[src/rtl/xbus_decoder.sv]
// xbus_decoder: address decoder and response sequencer for a single-master bus.
// Build option: define XBUS_TIMEOUT_EN to abort stalled BUSY accesses after TO_CYC cycles.
// Ports: clk, rst (async, high); sel/addr master request; slv_sel one-hot select;
//        slv_rdata/slv_ready per-slave data/done; data_to_rd registered read data;
//        ready one-cycle completion; trap_sel/err_code error pulse (1 unmapped, 2 timeout).
module xbus_decoder #(
  parameter int ADDR_W = 13,
  parameter int DATA_W = 32,
  parameter int N_SLV  = 8,
  parameter logic [N_SLV*ADDR_W-1:0] SLV_BASE = '0,
  parameter logic [N_SLV*5-1:0]      SLV_OW   = '0,
  parameter int TO_CYC = 15
) (
  input  logic                    clk,
  input  logic                    rst,
  input  logic                    sel,
  input  logic [ADDR_W-1:0]       addr,
  output logic [N_SLV-1:0]        slv_sel,
  input  logic [N_SLV*DATA_W-1:0] slv_rdata,
  input  logic [N_SLV-1:0]        slv_ready,
  output logic [DATA_W-1:0]       data_to_rd,
  output logic                    ready,
  output logic                    trap_sel,
  output logic [1:0]              err_code
);

  localparam int IW = (N_SLV > 1) ? $clog2(N_SLV) : 1;

  typedef enum logic [1:0] {
    IDLE,
    BUSY,
    RESP
  } state_t;

  state_t            state_q, state_d;
  logic [IW-1:0]     idx_q, idx_d;
  logic [1:0]        err_q, err_d;
  logic [DATA_W-1:0] data_q, data_d;
  logic [IW-1:0]     hit_idx;
  logic              hit;
  logic              to_hit;

  function automatic logic slv_match(
    input logic [ADDR_W-1:0] a,
    input int                i
  );
    logic [ADDR_W-1:0] msk;
    msk = ~((ADDR_W'(1) << SLV_OW[i*5 +: 5]) - ADDR_W'(1));
    return (a & msk) == SLV_BASE[i*ADDR_W +: ADDR_W];
  endfunction

  // Scan high to low so the lowest matching index is the one kept.
  always_comb begin
    hit     = 1'b0;
    hit_idx = '0;
    for (int i = N_SLV - 1; i >= 0; i--) begin
      if (slv_match(addr, i)) begin
        hit     = 1'b1;
        hit_idx = IW'(i);
      end
    end
  end

`ifdef XBUS_TIMEOUT_EN
  logic [7:0] cnt_q, cnt_d;

  // cnt_q counts completed BUSY cycles; this is the last allowed one.
  assign to_hit = (cnt_q == 8'(TO_CYC - 1));
`else
  assign to_hit = 1'b0;
`endif

  always_comb begin
    state_d = state_q;
    idx_d   = idx_q;
    err_d   = err_q;
    data_d  = data_q;
`ifdef XBUS_TIMEOUT_EN
    cnt_d   = cnt_q;
`endif
    unique case (state_q)
      IDLE: begin
        if (sel) begin
          if (hit) begin
            idx_d   = hit_idx;
            err_d   = 2'd0;
            state_d = BUSY;
`ifdef XBUS_TIMEOUT_EN
            cnt_d   = 8'd0;
`endif
          end else begin
            err_d   = 2'd1;
            data_d  = '0;
            state_d = RESP;
          end
        end
      end
      BUSY: begin
        // A slave completion beats a timeout landing on the same cycle.
        if (slv_ready[idx_q]) begin
          data_d  = slv_rdata[idx_q*DATA_W +: DATA_W];
          err_d   = 2'd0;
          state_d = RESP;
        end else if (to_hit) begin
          data_d  = '0;
          err_d   = 2'd2;
          state_d = RESP;
        end else begin
`ifdef XBUS_TIMEOUT_EN
          cnt_d = cnt_q + 8'd1;
`endif
        end
      end
      RESP: begin
        state_d = IDLE;
      end
      default: begin
        state_d = IDLE;
      end
    endcase
  end

  always_ff @(posedge clk or posedge rst) begin
    if (rst) begin
      state_q <= IDLE;
      idx_q   <= '0;
      err_q   <= 2'd0;
      data_q  <= '0;
`ifdef XBUS_TIMEOUT_EN
      cnt_q   <= 8'd0;
`endif
    end else begin
      state_q <= state_d;
      idx_q   <= idx_d;
      err_q   <= err_d;
      data_q  <= data_d;
`ifdef XBUS_TIMEOUT_EN
      cnt_q   <= cnt_d;
`endif
    end
  end

  // Outputs decode from state only, so reset clears them at once.
  assign slv_sel    = (state_q == BUSY) ? (N_SLV'(1) << idx_q) : '0;
  assign ready      = (state_q == RESP);
  assign trap_sel   = ready && (err_q != 2'd0);
  assign err_code   = ready ? err_q : 2'd0;
  assign data_to_rd = data_q;

endmodule

[config.mk]
export PLATFORM = sky130hd
export DESIGN_NAME = xbus_decoder
export DESIGN_NICKNAME = d
export VERILOG_FILES = /design/src/rtl/xbus_decoder.sv
export SDC_FILE = /design/constraint.sdc
export NUM_CORES = 1
export LEC_CHECK = 0
export CAP_MARGIN = 40
export CORE_AREA = 2 2 127 129
export CTS_CLUSTER_SIZE = 25
export DETAILED_ROUTE_END_ITERATION = 10
export DIE_AREA = 0 0 129 131
export DONT_BUFFER_PORTS = 1
export SYNTH_ARGS = -nofsm -noshare
export SYNTH_HDL_FRONTEND = slang
export SYNTH_SLANG_ARGS = --single-unit
[constraint.sdc]
create_clock -name clk -period 3.07 [get_ports clk]
set_input_delay 0.307 -clock clk [delete_from_list [all_inputs] [get_ports clk]]
set_output_delay 0.307 -clock clk [all_outputs]
set_load 0.005 [all_outputs]
==> results.cfg, run 1 <==
[clock_tree]
clk_pin_slew_ns = 0.06
numCtsBuffers = 5
ctsHtreeMaxLevel = 2
cts_root_buf = clkbuf_16
post_cts_resized = 0
clk_latency_ns = 0.29
cts.sinks = 35
ctsLongestPathBuffers = 2
cts_tree = built

[sta]
finalClockSkew_ns = 0.00956
hold_violations = 0
setup_tns_ns = 0
setup_viol = 0
rsz0062_at_grt = no
min_period_over_period = 0.533
fin_hold_ws_ns = 0.155
drv_slew = 0
period_needed_ns = 1.64
fmax_mhz = 611

[layout]
fin_nets = 546
area_growth_pct = 15.1
final_cell_mix = 34 x nor2b_1, 34 x dfrtp_1, 33 x inv_1, 33 x nand2_1
fin_cells = 486
drive_above_1_share = 0.0749
design_area_um2 = 2710

[route]
vias = 1960
first_iter_violations = 122
drc = 0
dr.pass1.iters = 4
avgViaCountPerCell = 4.03
wl_per_cell_um = 14.7
final_antenna_net_count = 0
totalWireLength_um = 7130

[floorplan]
boundaryPins = 324
dieArea_um2 = 16900
fp.dieH_um = 131
num_rows = 46
coreArea_um2 = 15600
die_w_um = 129
initial_core_util = 0.151

[pwr]
irDropWorstVdd_mv = 0.167
total_power_mw = 1.07
p_leak_nw = 1.05
power_density_nw_per_um2 = 393

[logic_synthesis]
synth_top_area_cell = dfrtp_1
synth_area_leaders = dfrtp_1 37%, and3b_1 12%, o311ai_1 10%
ys_warn_count = 0
synth_cell_types = 24
avgSynthCellArea_um2 = 8.44
ys_seq_elements = 35
yosys.area.top_type_share = 0.372
netlist_area_um2 = 2360
synth_seq_area_share = 0.372
syn_inst = 279

[critical_path]
arrival_ns = 1.33
r2r_cells = 4
end_kind = primary output
cp_max_fo = 27
path_class = register to primary output
critPathBufInv = 0
cp_cell_sequence = nor2b_1 -> and2_1
crit_family = flip-flops
slowest_stage = dfrtp_2
crit_cells = 2
cp.required_ns = 2.76
cp-start-kind = register
max_stage_delay_ns = 0.58

[place]
place.gp.congestion = 0.616
placed_cells = 474
portBuffers = 0
placed_area_um2 = 2550
place_hpwl_um = 4880

[grt]
track_usage = 0.0844
grt_start_max_net_pins = 67
grt_pass1_vias = 1894
grt_pass1_wl_um = 10500
grt_antenna_before_repair = 3
grt_overflow = 0

[min_path]
hold_class = primary input to register
hold_depth = 2

[run_status]
outcome = completed

[job]
drv_cap = 0
-- cells in the mapped netlist --
cell       number
a32o_1          1
and2_1          1
and3b_1        32
buf_2           2
buf_4           9
buf_6           3
clkbuf_1       19
conb_1          1
dfrtp_1        35
inv_1          34
mux2i_1         1
nand2_1        33
nand4_2         1
nor2_1          2
nor2b_1        34
nor3_1          1
nor4_2          2
o21ai_0        32
o21ba_2         1
o21bai_1        1
o2bb2ai_1       1
o311ai_0        5
o311ai_1       27
or2_2           1
-- worst register-to-register path: stages, from the launching register on --
cell and delay (ns):
dfrtp_1 0.52, buf_4 0.37, and3b_1 0.23, o21ai_0 0.20, o311ai_1 0.15
-- report_power, final --
part	switching, mW	internal [mW]
clock	0.224	0.300
sequential	0.00343	0.464
combinational	0.0417	0.0331
total	0.269	0.797
-- routing by layer --
metal,vias to the layer above,track usage,share of wire
met5,-,0,0
met4,0,0.0326,0.017
met3,10,0.0371,0.071
met2,91,0.137,0.47
met1,937,0.0983,0.44
li1,922,-,-
-- stage by stage --
step	worst slack (ns)	utilization
floorplan	1.65	-
global placement	1.36	0.161
detailed placement	1.34	0.164
CTS	1.43	0.173
global route	1.31	0.174
finish	1.43	0.174
-- sequential cells by signal (all words and copies together) (netlist names) --
signal and flops:
state_q 2, err_q 1, data_to_rd 32
-- cell families after synthesis --
family / count (synthesis) / synth area share
flops: 35 / 0.372
compound gates: 68 / 0.202
simple gates: 107 / 0.288
other cells: 1 / 0.00159
buf+inv: 67 / 0.132
mux: 1 / 0.00425
-- layout make-up --
| class | instances | area (um^2) |
|---|---|---|
| Sequential cell | 35 | 877 |
| Fill cell | 1756 | 12900 |
| Tap cell | 216 | 270 |
| Multi-Input combinational cell | 184 | 1210 |
| Clock buffer | 6 | 129 |
| Inverter | 34 | 128 |
| Timing Repair Buffer | 6 | 80.1 |
| Clock inverter | 2 | 12.5 |
| Antenna cell | 3 | 7.51 |
-- final timing paths --
check	start	slack [ns]	end
max	state_q[0]	1.43	trap_sel
min	sel	0.16	state_q[0]
max reg2reg	state_q[1]	1.46	data_to_rd[29]
min reg2reg	err_q[0]	0.50	err_q[0]
max in group asynchronous	rst	2.19	state_q[0]
min in group asynchronous	rst	0.44	data_to_rd[12]
-- timing repair --
item / in CTS / in global routing
hold buffers: 1 / 0
setup buffers: 0 / 0
hold endpoints to repair: 11 / 0
endpoints found under the setup margin: 0 / 0
Power figures use the tool's default switching activity.
==> inputs of run 2 (changes only) <==
clock period = 1.5 ns   (was 3.07 ns; I/O delays follow)
==> run 2 against run 1 <==
  * Clock skew decreased by 0.0038 ns
  * Critical path depth up 1
  * Non-clock buffer count up 7
  * Clock-buffer cell count rose by 1
  * Worst hold slack got worse by 0.12 ns
  * Power is 100% higher
  * Setup slack worse by 1.3 ns
  * Core utilization is 0.51 points higher
  * Largest power group unchanged
  * Routed wire length is 0.87% higher
  * Cell count is 1.2% higher
  * Cell area grew 2.9%
==> results.cfg, run 2 (same netlist as run 1, synthesis figures left out) <==
[layout]
final_cell_mix = 34 x nor2b_1, 34 x dfrtp_1, 33 x inv_1, 33 x nand2_1
design_area_um2 = 2790
final_util = 0.179
area_growth_pct = 18.4
largest_reg_flops = 32
drive_above_1_share = 0.0912
num-fill-cells = 1729
fin_nets = 553

[floorplan]
fp.dieH_um = 131
coreArea_um2 = 15600
num_rows = 46
die_w_um = 129
initial_core_util = 0.151
boundaryPins = 324
dieArea_um2 = 16900

[clock_tree]
post_cts.repair.setup_buffers = 0
postCtsHoldBufs = 2
clk_pin_slew_ns = 0.06
clk_latency_ns = 0.29
ctsHtreeMaxLevel = 2
cts_tree = built
numCtsBuffers = 5
cts_root_buf = clkbuf_16
ctsLongestPathBuffers = 2
cts.sinks = 35
post_cts_resized = 0

[place]
place_hpwl_um = 4800
pre_cts_slack_ns = 0.143
placed_area_um2 = 2630
portBuffers = 0
place.gp.congestion = 0.612

[pwr]
swShare = 0.243
combPwrFrac = 0.080
cellInternalPower_mw = 1.65
p_leak_nw = 1.10
clkPwrFrac = 0.482
power_density_nw_per_um2 = 780
irDropWorstVdd_mv = 0.317
power_frac_seq = 0.438
p_sw_mw = 0.529

[grt]
grt_start_max_net_pins = 67
track_usage = 0.0844
grt_pass1_vias = 1952
grt_antenna_before_repair = 2
grt_overflow = 0
grt_pass1_wl_um = 10600

[critical_path]
arrival_ns = 1.23
path_class = register to primary output
cp.required_ns = 1.35
slowest_stage = dfrtp_1
cp_max_fo = 9
cp-start-kind = register
crit_family = flip-flops
critPathBufInv = 1
end_kind = primary output
max_stage_delay_ns = 0.42
cp_cell_sequence = buf_4 -> nor2b_1 -> and2_1

[sta]
fin_hold_ws_ns = 0.0318
period_needed_ns = 1.38
finalClockSkew_ns = 0.00578
min_period_over_period = 0.920
fmax_mhz = 724
rsz0062_at_grt = no
drv_slew = 0
setup_ws_ns = 0.120
hold_violations = 0
setup_viol = 0
setup_tns_ns = 0

[run_status]
outcome = completed

[route]
final_antenna_net_count = 0
avgViaCountPerCell = 3.98
totalWireLength_um = 7200
first_iter_violations = 62
wl_per_cell_um = 14.6
vias = 1958
drc = 0
dr.pass1.iters = 4

[job]
drv_cap = 0

[min_path]
hold_class = primary input to register
[run 2: layout make-up]
cell class	instances	area (um^2)	share of cell area
Antenna cell	2	5.00	0.00179
Inverter	34	128	0.0457
Tap cell	216	270	0.0969
Multi-Input combinational cell	184	1210	0.433
Sequential cell	35	877	0.314
Clock inverter	1	5.00	0.00179
Timing Repair Buffer	13	165	0.0592
Clock buffer	7	133	0.0475
[run 2: per-layer routing]
| metal | global-route usage | up-vias | part of all wire |
|---|---|---|---|
| li1 | - | 934 | - |
| met1 | 0.101 | 947 | 0.45 |
| met2 | 0.142 | 69 | 0.48 |
| met3 | 0.0305 | 8 | 0.060 |
| met4 | 0.0262 | 0 | 0.012 |
| met5 | 0 | - | 0 |
[run 2: path summary, 6_finish.rpt]
path                            start        endpoint  slack (ns)  depth (start not counted)
setup reg to reg           state_q[0]  data_to_rd[11]        0.19                          3
hold reg to reg              err_q[0]        err_q[0]        0.51                          1
min in group asynchronous         rst  data_to_rd[10]        0.35                          3
hold / removal                    sel        err_q[0]        0.03                          1
setup / recovery           state_q[1]        trap_sel        0.12                          3
max in group asynchronous         rst      state_q[0]        0.92                          3
[run 2: through the flow]
stage | total power, mW | instances
global placement | 1.14 | 480
CTS | 2.26 | 490
detailed placement | 1.15 | 480
floorplan | 1.11 | 286
global route | 2.30 | 492
finish | 2.18 | 492
[run 2: power by group through the flow]
stage	sequential, mW	combinational, mW	clock, mW
after floorplan	0.970	0.138	0
after global placement	0.970	0.170	0
after detailed placement	0.971	0.176	0
after CTS	0.953	0.181	1.12
after global routing	0.953	0.195	1.15
final	0.954	0.174	1.05
